$ cat src/rtl/ctl_duck_multi.sv
// ctl_duck_multi
//   Multi-channel duck controller. Owns N_DUCKS independent ducks: spawns
//   them from the shared random generator, moves them once per frame with
//   edge bouncing, lets them escape off the top after REFLECT bounces and
//   resolves mouse shots against every flying duck.
//
// Ports
//   clk          system clock
//   rst          asynchronous reset, active low
//   new_frame    one-cycle pulse per video frame
//   start        begin a round (honoured only while every duck is idle)
//   rnd_dir      spawn horizontal direction, 1 = right
//   rnd_start_x  spawn x
//   rnd_v_spd    spawn vertical speed (0 is promoted to 1)
//   mouse_x/y    cursor position
//   mouse_left   left button level, already synchronous to clk
//   duck_x/y     packed positions, duck i at [11*i +: 11]
//   duck_show    duck i is drawn
//   duck_hit     duck i uses the hit sprite
//   hit_cnt      ducks shot this round (saturating)
//   esc_cnt      ducks escaped this round (saturating)
//   round_done   one-cycle pulse when every duck has finished
//
// state  | meaning
// IDLE   | waiting for start
// WAIT   | spawn delay, timer counts frames down
// FLY    | flying and bouncing, counting bounces
// ESC    | escaping, top wall no longer reflects
// FRZ    | shot, hanging in place, timer counts frames down
// FALL   | shot, dropping to the ground
// DONE   | finished, waiting for the rest of the round
module ctl_duck_multi #(
  parameter int N_DUCKS   = 2,
  parameter int REFLECT   = 15,
  parameter int H_SPEED   = 10,
  parameter int SCREEN_W  = 1024,
  parameter int GROUND_Y  = 600,
  parameter int DUCK_W    = 64,
  parameter int DUCK_H    = 64,
  parameter int FALL_SPD  = 8,
  parameter int FREEZE_FR = 30,
  parameter int SPAWN_GAP = 20
) (
  input  logic                   clk,
  input  logic                   rst,
  input  logic                   new_frame,
  input  logic                   start,
  input  logic                   rnd_dir,
  input  logic [9:0]             rnd_start_x,
  input  logic [4:0]             rnd_v_spd,
  input  logic [11:0]            mouse_x,
  input  logic [11:0]            mouse_y,
  input  logic                   mouse_left,
  output logic [11*N_DUCKS-1:0]  duck_x,
  output logic [11*N_DUCKS-1:0]  duck_y,
  output logic [N_DUCKS-1:0]     duck_show,
  output logic [N_DUCKS-1:0]     duck_hit,
  output logic [3:0]             hit_cnt,
  output logic [3:0]             esc_cnt,
  output logic                   round_done
);

  localparam logic [2:0] S_IDLE = 3'd0;
  localparam logic [2:0] S_WAIT = 3'd1;
  localparam logic [2:0] S_FLY  = 3'd2;
  localparam logic [2:0] S_ESC  = 3'd3;
  localparam logic [2:0] S_FRZ  = 3'd4;
  localparam logic [2:0] S_FALL = 3'd5;
  localparam logic [2:0] S_DONE = 3'd6;

  localparam logic [11:0] X_MAX    = 12'(SCREEN_W - DUCK_W);
  localparam logic [11:0] Y_GND    = 12'(GROUND_Y);
  localparam logic [11:0] H_STEP   = 12'(H_SPEED);
  localparam logic [11:0] F_STEP   = 12'(FALL_SPD);
  localparam logic [11:0] W_BOX    = 12'(DUCK_W);
  localparam logic [11:0] H_BOX    = 12'(DUCK_H);
  localparam logic [11:0] FRZ_LOAD = 12'(FREEZE_FR - 1);
  localparam logic [3:0]  REFL     = 4'(REFLECT);

  logic [2:0]  st_q    [N_DUCKS];
  logic [2:0]  st_d    [N_DUCKS];
  logic [11:0] x_q     [N_DUCKS];
  logic [11:0] x_d     [N_DUCKS];
  logic [11:0] y_q     [N_DUCKS];
  logic [11:0] y_d     [N_DUCKS];
  logic [11:0] tmr_q   [N_DUCKS];
  logic [11:0] tmr_d   [N_DUCKS];
  logic [4:0]  spd_q   [N_DUCKS];
  logic [4:0]  spd_d   [N_DUCKS];
  logic [3:0]  bnc_q   [N_DUCKS];
  logic [3:0]  bnc_d   [N_DUCKS];
  logic [4:0]  bsum    [N_DUCKS];
  logic [N_DUCKS-1:0] right_q, right_d, up_q, up_d;
  logic [N_DUCKS-1:0] hb, vb, esc_ev, in_box, hit_sel;

  logic        mouse_prev, shot, taken, all_idle, all_done;
  logic [11:0] spawn_x;
  logic [4:0]  spawn_spd;
  logic [3:0]  esc_sum;
  logic [4:0]  esc_tot;

  assign shot      = mouse_left & ~mouse_prev;
  assign spawn_x   = ({2'b00, rnd_start_x} > X_MAX) ? X_MAX : {2'b00, rnd_start_x};
  assign spawn_spd = (rnd_v_spd == 5'd0) ? 5'd1 : rnd_v_spd;

  always_comb begin
    all_idle = 1'b1;
    all_done = 1'b1;
    for (int i = 0; i < N_DUCKS; i++) begin
      if (st_q[i] != S_IDLE) all_idle = 1'b0;
      if (st_q[i] != S_DONE) all_done = 1'b0;
    end
  end

  // Shot resolution uses the registered (pre-move) positions; the lowest
  // index wins so one click can only ever take out a single duck.
  always_comb begin
    hit_sel = '0;
    taken   = 1'b0;
    for (int i = 0; i < N_DUCKS; i++) begin
      in_box[i] = ((st_q[i] == S_FLY) || (st_q[i] == S_ESC)) &&
                  (mouse_x >= x_q[i]) && (mouse_x < x_q[i] + W_BOX) &&
                  (mouse_y >= y_q[i]) && (mouse_y < y_q[i] + H_BOX);
      if (shot && in_box[i] && !taken) begin
        hit_sel[i] = 1'b1;
        taken      = 1'b1;
      end
    end
  end

  always_comb begin
    esc_sum = '0;
    for (int i = 0; i < N_DUCKS; i++) begin
      st_d[i]    = st_q[i];
      x_d[i]     = x_q[i];
      y_d[i]     = y_q[i];
      tmr_d[i]   = tmr_q[i];
      spd_d[i]   = spd_q[i];
      bnc_d[i]   = bnc_q[i];
      right_d[i] = right_q[i];
      up_d[i]    = up_q[i];
      hb[i]      = 1'b0;
      vb[i]      = 1'b0;
      esc_ev[i]  = 1'b0;
      bsum[i]    = '0;
      if (all_done) begin
        st_d[i] = S_IDLE;
      end else if (hit_sel[i]) begin
        st_d[i]  = S_FRZ;
        tmr_d[i] = FRZ_LOAD;
      end else begin
        case (st_q[i])
          S_IDLE: if (start && all_idle) begin
            st_d[i]  = S_WAIT;
            tmr_d[i] = 12'(i * SPAWN_GAP);
          end
          S_WAIT: if (new_frame) begin
            if (tmr_q[i] == 12'd0) begin
              st_d[i]    = S_FLY;
              x_d[i]     = spawn_x;
              y_d[i]     = Y_GND;
              right_d[i] = rnd_dir;
              up_d[i]    = 1'b1;
              spd_d[i]   = spawn_spd;
              bnc_d[i]   = '0;
            end else begin
              tmr_d[i] = tmr_q[i] - 12'd1;
            end
          end
          S_FLY, S_ESC: if (new_frame) begin
            if (right_q[i]) begin
              if (x_q[i] + H_STEP > X_MAX) begin
                x_d[i] = X_MAX;  right_d[i] = 1'b0;  hb[i] = 1'b1;
              end else begin
                x_d[i] = x_q[i] + H_STEP;
              end
            end else if (x_q[i] < H_STEP) begin
              x_d[i] = '0;  right_d[i] = 1'b1;  hb[i] = 1'b1;
            end else begin
              x_d[i] = x_q[i] - H_STEP;
            end
            if (st_q[i] == S_FLY) begin
              if (up_q[i]) begin
                if (y_q[i] < {7'd0, spd_q[i]}) begin
                  y_d[i] = '0;  up_d[i] = 1'b0;  vb[i] = 1'b1;
                end else begin
                  y_d[i] = y_q[i] - {7'd0, spd_q[i]};
                end
              end else if (y_q[i] + {7'd0, spd_q[i]} > Y_GND) begin
                y_d[i] = Y_GND;  up_d[i] = 1'b1;  vb[i] = 1'b1;
              end else begin
                y_d[i] = y_q[i] + {7'd0, spd_q[i]};
              end
              bsum[i]  = {1'b0, bnc_q[i]} + {4'd0, hb[i]} + {4'd0, vb[i]};
              bnc_d[i] = (bsum[i] > 5'd15) ? 4'hF : bsum[i][3:0];
              // Escape is decided on the post-move count, so the frame that
              // delivers the last bounce already switches to climbing out.
              if (bnc_d[i] >= REFL) begin
                st_d[i] = S_ESC;
                up_d[i] = 1'b1;
              end
            end else if (y_q[i] < {7'd0, spd_q[i]}) begin
              st_d[i]   = S_DONE;
              esc_ev[i] = 1'b1;
            end else begin
              y_d[i] = y_q[i] - {7'd0, spd_q[i]};
            end
          end
          S_FRZ: if (new_frame) begin
            if (tmr_q[i] == 12'd0) st_d[i] = S_FALL;
            else                   tmr_d[i] = tmr_q[i] - 12'd1;
          end
          S_FALL: if (new_frame) begin
            if (y_q[i] + F_STEP >= Y_GND) begin
              y_d[i]  = Y_GND;
              st_d[i] = S_DONE;
            end else begin
              y_d[i] = y_q[i] + F_STEP;
            end
          end
          default: ;
        endcase
      end
      esc_sum = esc_sum + {3'd0, esc_ev[i]};
    end
  end

  assign esc_tot = {1'b0, esc_cnt} + {1'b0, esc_sum};

  always_ff @(posedge clk or negedge rst) begin
    if (!rst) begin
      for (int i = 0; i < N_DUCKS; i++) begin
        st_q[i]  <= S_IDLE;
        x_q[i]   <= '0;
        y_q[i]   <= Y_GND;
        tmr_q[i] <= '0;
        spd_q[i] <= '0;
        bnc_q[i] <= '0;
      end
      right_q    <= '0;
      up_q       <= '0;
      mouse_prev <= 1'b0;
      hit_cnt    <= '0;
      esc_cnt    <= '0;
      round_done <= 1'b0;
    end else begin
      for (int i = 0; i < N_DUCKS; i++) begin
        st_q[i]  <= st_d[i];
        x_q[i]   <= x_d[i];
        y_q[i]   <= y_d[i];
        tmr_q[i] <= tmr_d[i];
        spd_q[i] <= spd_d[i];
        bnc_q[i] <= bnc_d[i];
      end
      right_q    <= right_d;
      up_q       <= up_d;
      mouse_prev <= mouse_left;
      round_done <= all_done;
      if (start && all_idle) begin
        hit_cnt <= '0;
        esc_cnt <= '0;
      end else begin
        if ((|hit_sel) && (hit_cnt != 4'hF)) hit_cnt <= hit_cnt + 4'd1;
        esc_cnt <= (esc_tot > 5'd15) ? 4'hF : esc_tot[3:0];
      end
    end
  end

  always_comb begin
    for (int i = 0; i < N_DUCKS; i++) begin
      duck_x[11*i +: 11] = x_q[i][10:0];
      duck_y[11*i +: 11] = y_q[i][10:0];
      duck_show[i] = (st_q[i] == S_FLY) || (st_q[i] == S_ESC) ||
                     (st_q[i] == S_FRZ) || (st_q[i] == S_FALL);
      duck_hit[i]  = (st_q[i] == S_FRZ) || (st_q[i] == S_FALL);
    end
  end

endmodule

$ cat config.mk
export PLATFORM = sky130hd
export DESIGN_NAME = ctl_duck_multi
export DESIGN_NICKNAME = d
export VERILOG_FILES = /design/src/rtl/ctl_duck_multi.sv
export SDC_FILE = /design/constraint.sdc
export NUM_CORES = 1
export LEC_CHECK = 0
export CAP_MARGIN = 20
export CORE_AREA = 2 2 186 188
export DETAILED_ROUTE_END_ITERATION = 8
export DIE_AREA = 0 0 188 190
export PLACE_DENSITY = 0.56
export RECOVER_POWER = 25
export SLEW_MARGIN = 10
export SYNTH_ARGS = -nofsm -noshare
export SYNTH_HDL_FRONTEND = slang
export SYNTH_SLANG_ARGS = --single-unit
$ cat constraint.sdc
create_clock -name clk -period 5.9 [get_ports clk]
set_input_delay 1.18 -clock clk [delete_from_list [all_inputs] [get_ports clk]]
set_output_delay 1.18 -clock clk [all_outputs]
set_load 0.02 [all_outputs]
==> results.md <==
## STA
* timing-limited maximum frequency: 186 MHz
* clock skew: 9.74 ps
* summed negative setup slack over all endpoints: 0 ps
* number of max-slew violations in the final report: 64
* transition at the pin with the smallest max-transition slack: 3770 ps
* number of setup violations in the final report: 0
* RSZ-0062 raised after global routing: no
* post-route clock period utilization: 91.0%
* Hold Fails Final Rpt: 0
* shortest period the worst path allows: 5370 ps
* worst slew slack as a fraction of its limit: -151%

## Synthesis
* Post-synth top cells: sky130_fd_sc_hd__o21ai_0 (136), sky130_fd_sc_hd__nor2_1 (122), sky130_fd_sc_hd__ha_1 (114), sky130_fd_sc_hd__dfrtp_1 (102), sky130_fd_sc_hd__inv_1 (100)
* syn_nets: 1648
* post-synthesis sequential element count: 110
* ys flop type: sky130_fd_sc_hd__dfrtp_1
* most area-hungry cell type in the Yosys netlist: sky130_fd_sc_hd__dfrtp_1
* Syn Area/Cell: 7.87 um2
* mapped cell area: 11700 um2
* warnings from Yosys: 0
* top cells by area in the synthesized netlist: sky130_fd_sc_hd__dfrtp_1 (22%), sky130_fd_sc_hd__ha_1 (12%), sky130_fd_sc_hd__o21ai_0 (5.8%)
* sequential element share of the synthesized area: 23.7%
* share of the synthesized area in the top cell type: 21.9%
* FFs w/ async S/R, synth: 100%
* synthesized instance count: 1482
* most frequent cell after synthesis: sky130_fd_sc_hd__o21ai_0
* Unique masters post-synth: 98
* number of enable flip-flop cells after synthesis: 0

## Drt
* detailed-routing iteration count for the pre-antenna-repair pass: 5
* number of DRC violations after detailed-routing iteration 0: 851
* post-detailed-route via-to-cell ratio: 5.72
* highest metal used: met4
* total length of routed met3 wires: 1650 um
* post-route ant nets: 0
* number of vias after detailed routing: 11200
* metal1 wirelength: 17100 um
* WL final: 36100 um
* post-detailed-route DRC marker count: 0
* post-detailed-route wirelength per cell: 18.4 um
* WL met2: 16700 um

## Flow run
* Maximum Capacitance Violations: 1

## Clocking
* Max clock buf depth: 2
* TritonCTS buffer count: 9
* clock transition at the registers of the reported paths: 90 ps
* level count of the clock H-tree: 3
* count of buffers added by post-CTS timing repair for setup: 0
* # clock sinks: 110
* hold bufs inserted after CTS: 0
* Gates resized, CTS repair: 0
* root buf cell: sky130_fd_sc_hd__clkbuf_16
* clock insertion delay at the later pin of the skew report: 380 ps
* CTS tree: yes

## Global route
* antenna violations before repair: 1
* overflow left after global routing: 0
* global-route wire length before repair: 58500 um
* overall routing resource usage: 20.3%
* number of global-route vias before repair: 10700
* maximum number of pins on one net before global-route repair: 64

## Worst setup path
* type of element launching the critical path: flop
* start of the worst register-to-register path: duck_y[11]
* data required time of the critical path: 6160 ps
* Crit. Startpoint: duck_y[11]
* Crit Path Class: flop to flop
* largest driver fanout on the critical path: 7
* endpoint type of the worst setup path: flop
* delay of the slowest critical-path stage: 530 ps
* cell-by-cell listing of the critical path: ha_1 > fa_1 > nor2b_1 > o211ai_1 > nand2_1 > a41o_1 > a211o_1 > or3_1 > a21boi_0 > fa_1 > ha_1 > nand2_1 > nor2_1 > o41ai_1 > a211o_1 > a21oi_1 > a2111oi_2 > and3_1 > nor3_1
* Data arrival, critical path: 5630 ps
* crit-path leading delay family: compound AO/OA/AOI/OAI gates
* master of the slowest instance on the critical path: sky130_fd_sc_hd__a2111oi_2
* worst path bufs/invs: 0

## Pwr
* Static Leak: 0.00531 uW
* maximum VDD drop: 0.167 mV
* Cell Pwr Density: 511 nW/um2

## Outcome
* violations in the final reports: max-capacitance violations, max-slew violations
* run status: complete, but fails checks

## Die
* width of the die: 188 um
* core outline area: 33900 um2
* I/O pin count: 102
* overall die area: 35700 um2
* y dimension of the die: 190 um
* initial cell density of the core: 34.4%
* row cnt: 68

## Placement
* hpwl dp: 27800 um
* placer's final routability congestion estimate: 0.915
* cell total after placement: 1943
* input/output buffers: 101

## Final layout
* sequential cell area: 2760 um2
* final-layout fill cell count: 3452
* Area growth, synth to finish: 12.1%
* proportion of layout cells with a drive suffix above 1: 5.85%
* number of standard cells in the final layout excluding fillers: 1960
* Final #Nets: 1665
* footprint of the multi-input gates: 7880 um2

## Min path
* class of the most critical hold timing path: flop to flop
* worst hold start: tmr_q[20]

worst paths after layout:
kind                               to  slack (ps)  cells after the start
setup / recovery              st_q[0]         530                     19
hold / removal              tmr_q[20]         500                      1
setup reg to reg              st_q[0]         530                     19
hold reg to reg             tmr_q[20]         500                      1
max in group asynchronous   duck_y[7]        1610                      2
min in group asynchronous  duck_x[16]        2090                      1
through the flow:
step	hold slack (ps)	worst slack (ps)	power, uW	util, %	area, um2
final	500	532	6680	38.5	13100
after CTS	498	401	6670	38.5	13100
after global routing	527	224	7310	38.5	13100
after global placement	477	518	5910	37.6	12800
after detailed placement	477	445	5950	37.6	12800
after floorplan	449	958	4780	-	11700
flip-flops by register name (all words and copies together) (netlist names), 4 cells and up:
name / count
esc_cnt: 4
hit_cnt: 4
duck_x: 22
tmr_q: 24
st_q: 6
bnc_q: 8
duck_y: 22
spd_q: 10
layout by cell type (no fill, tap or decap), types with 13 or more instances in the layout:
cell and count:
sky130_fd_sc_hd__a211oi_1 16, sky130_fd_sc_hd__a21o_1 14, sky130_fd_sc_hd__a21oi_1 95, sky130_fd_sc_hd__a31oi_1 28, sky130_fd_sc_hd__and3_1 14, sky130_fd_sc_hd__buf_4 20, sky130_fd_sc_hd__clkdlybuf4s50_1 99, sky130_fd_sc_hd__dfrtp_1 102
sky130_fd_sc_hd__ha_1 114, sky130_fd_sc_hd__inv_1 100, sky130_fd_sc_hd__nand2_1 96, sky130_fd_sc_hd__nand2b_1 26, sky130_fd_sc_hd__nand3_1 48, sky130_fd_sc_hd__nand4_1 22, sky130_fd_sc_hd__nor2_1 122, sky130_fd_sc_hd__nor2b_1 18
sky130_fd_sc_hd__nor3_1 50, sky130_fd_sc_hd__nor4_1 13, sky130_fd_sc_hd__o211ai_1 15, sky130_fd_sc_hd__o21ai_0 136, sky130_fd_sc_hd__o22ai_1 17, sky130_fd_sc_hd__o31ai_1 18, sky130_fd_sc_hd__or3_1 13, sky130_fd_sc_hd__xnor2_1 46
cell type report:
type | count | area share, %
diodes | 1 | 0.0191
clock buffers | 9 | 1.72
clock inverters | 7 | 0.661
inverters | 105 | 3.02
multi-input cells | 1152 | 60.3
flip-flops and latches | 110 | 21.1
well taps | 455 | 4.36
repair buffers | 121 | 8.84
layer usage:
metal	global-route usage (%)	vias up
li1	-	5469
met1	27.9	5394
met2	32.9	310
met3	2.51	45
met4	6.87	0
met5	0	-
cell families (layout without fill, tap and decap cells):
group | count (synthesis) | count (layout) | share of synthesized area [%]
fa+ha+maj | 121 | 121 | 13.4
flops | 110 | 110 | 23.7
xor+xnor | 50 | 50 | 3.75
buf+inv | 220 | 242 | 8.88
compound gates | 479 | 479 | 27.1
simple gates | 482 | 482 | 21.2
mux | 20 | 20 | 2.00
other cells | 0 | 1 | 0
power by group:
group	internal [uW]	switching [uW]
Combinational	1790	2630
Clock	341	349
Sequential	1030	534
No activity file was read; power rests on OpenSTA's default activity.
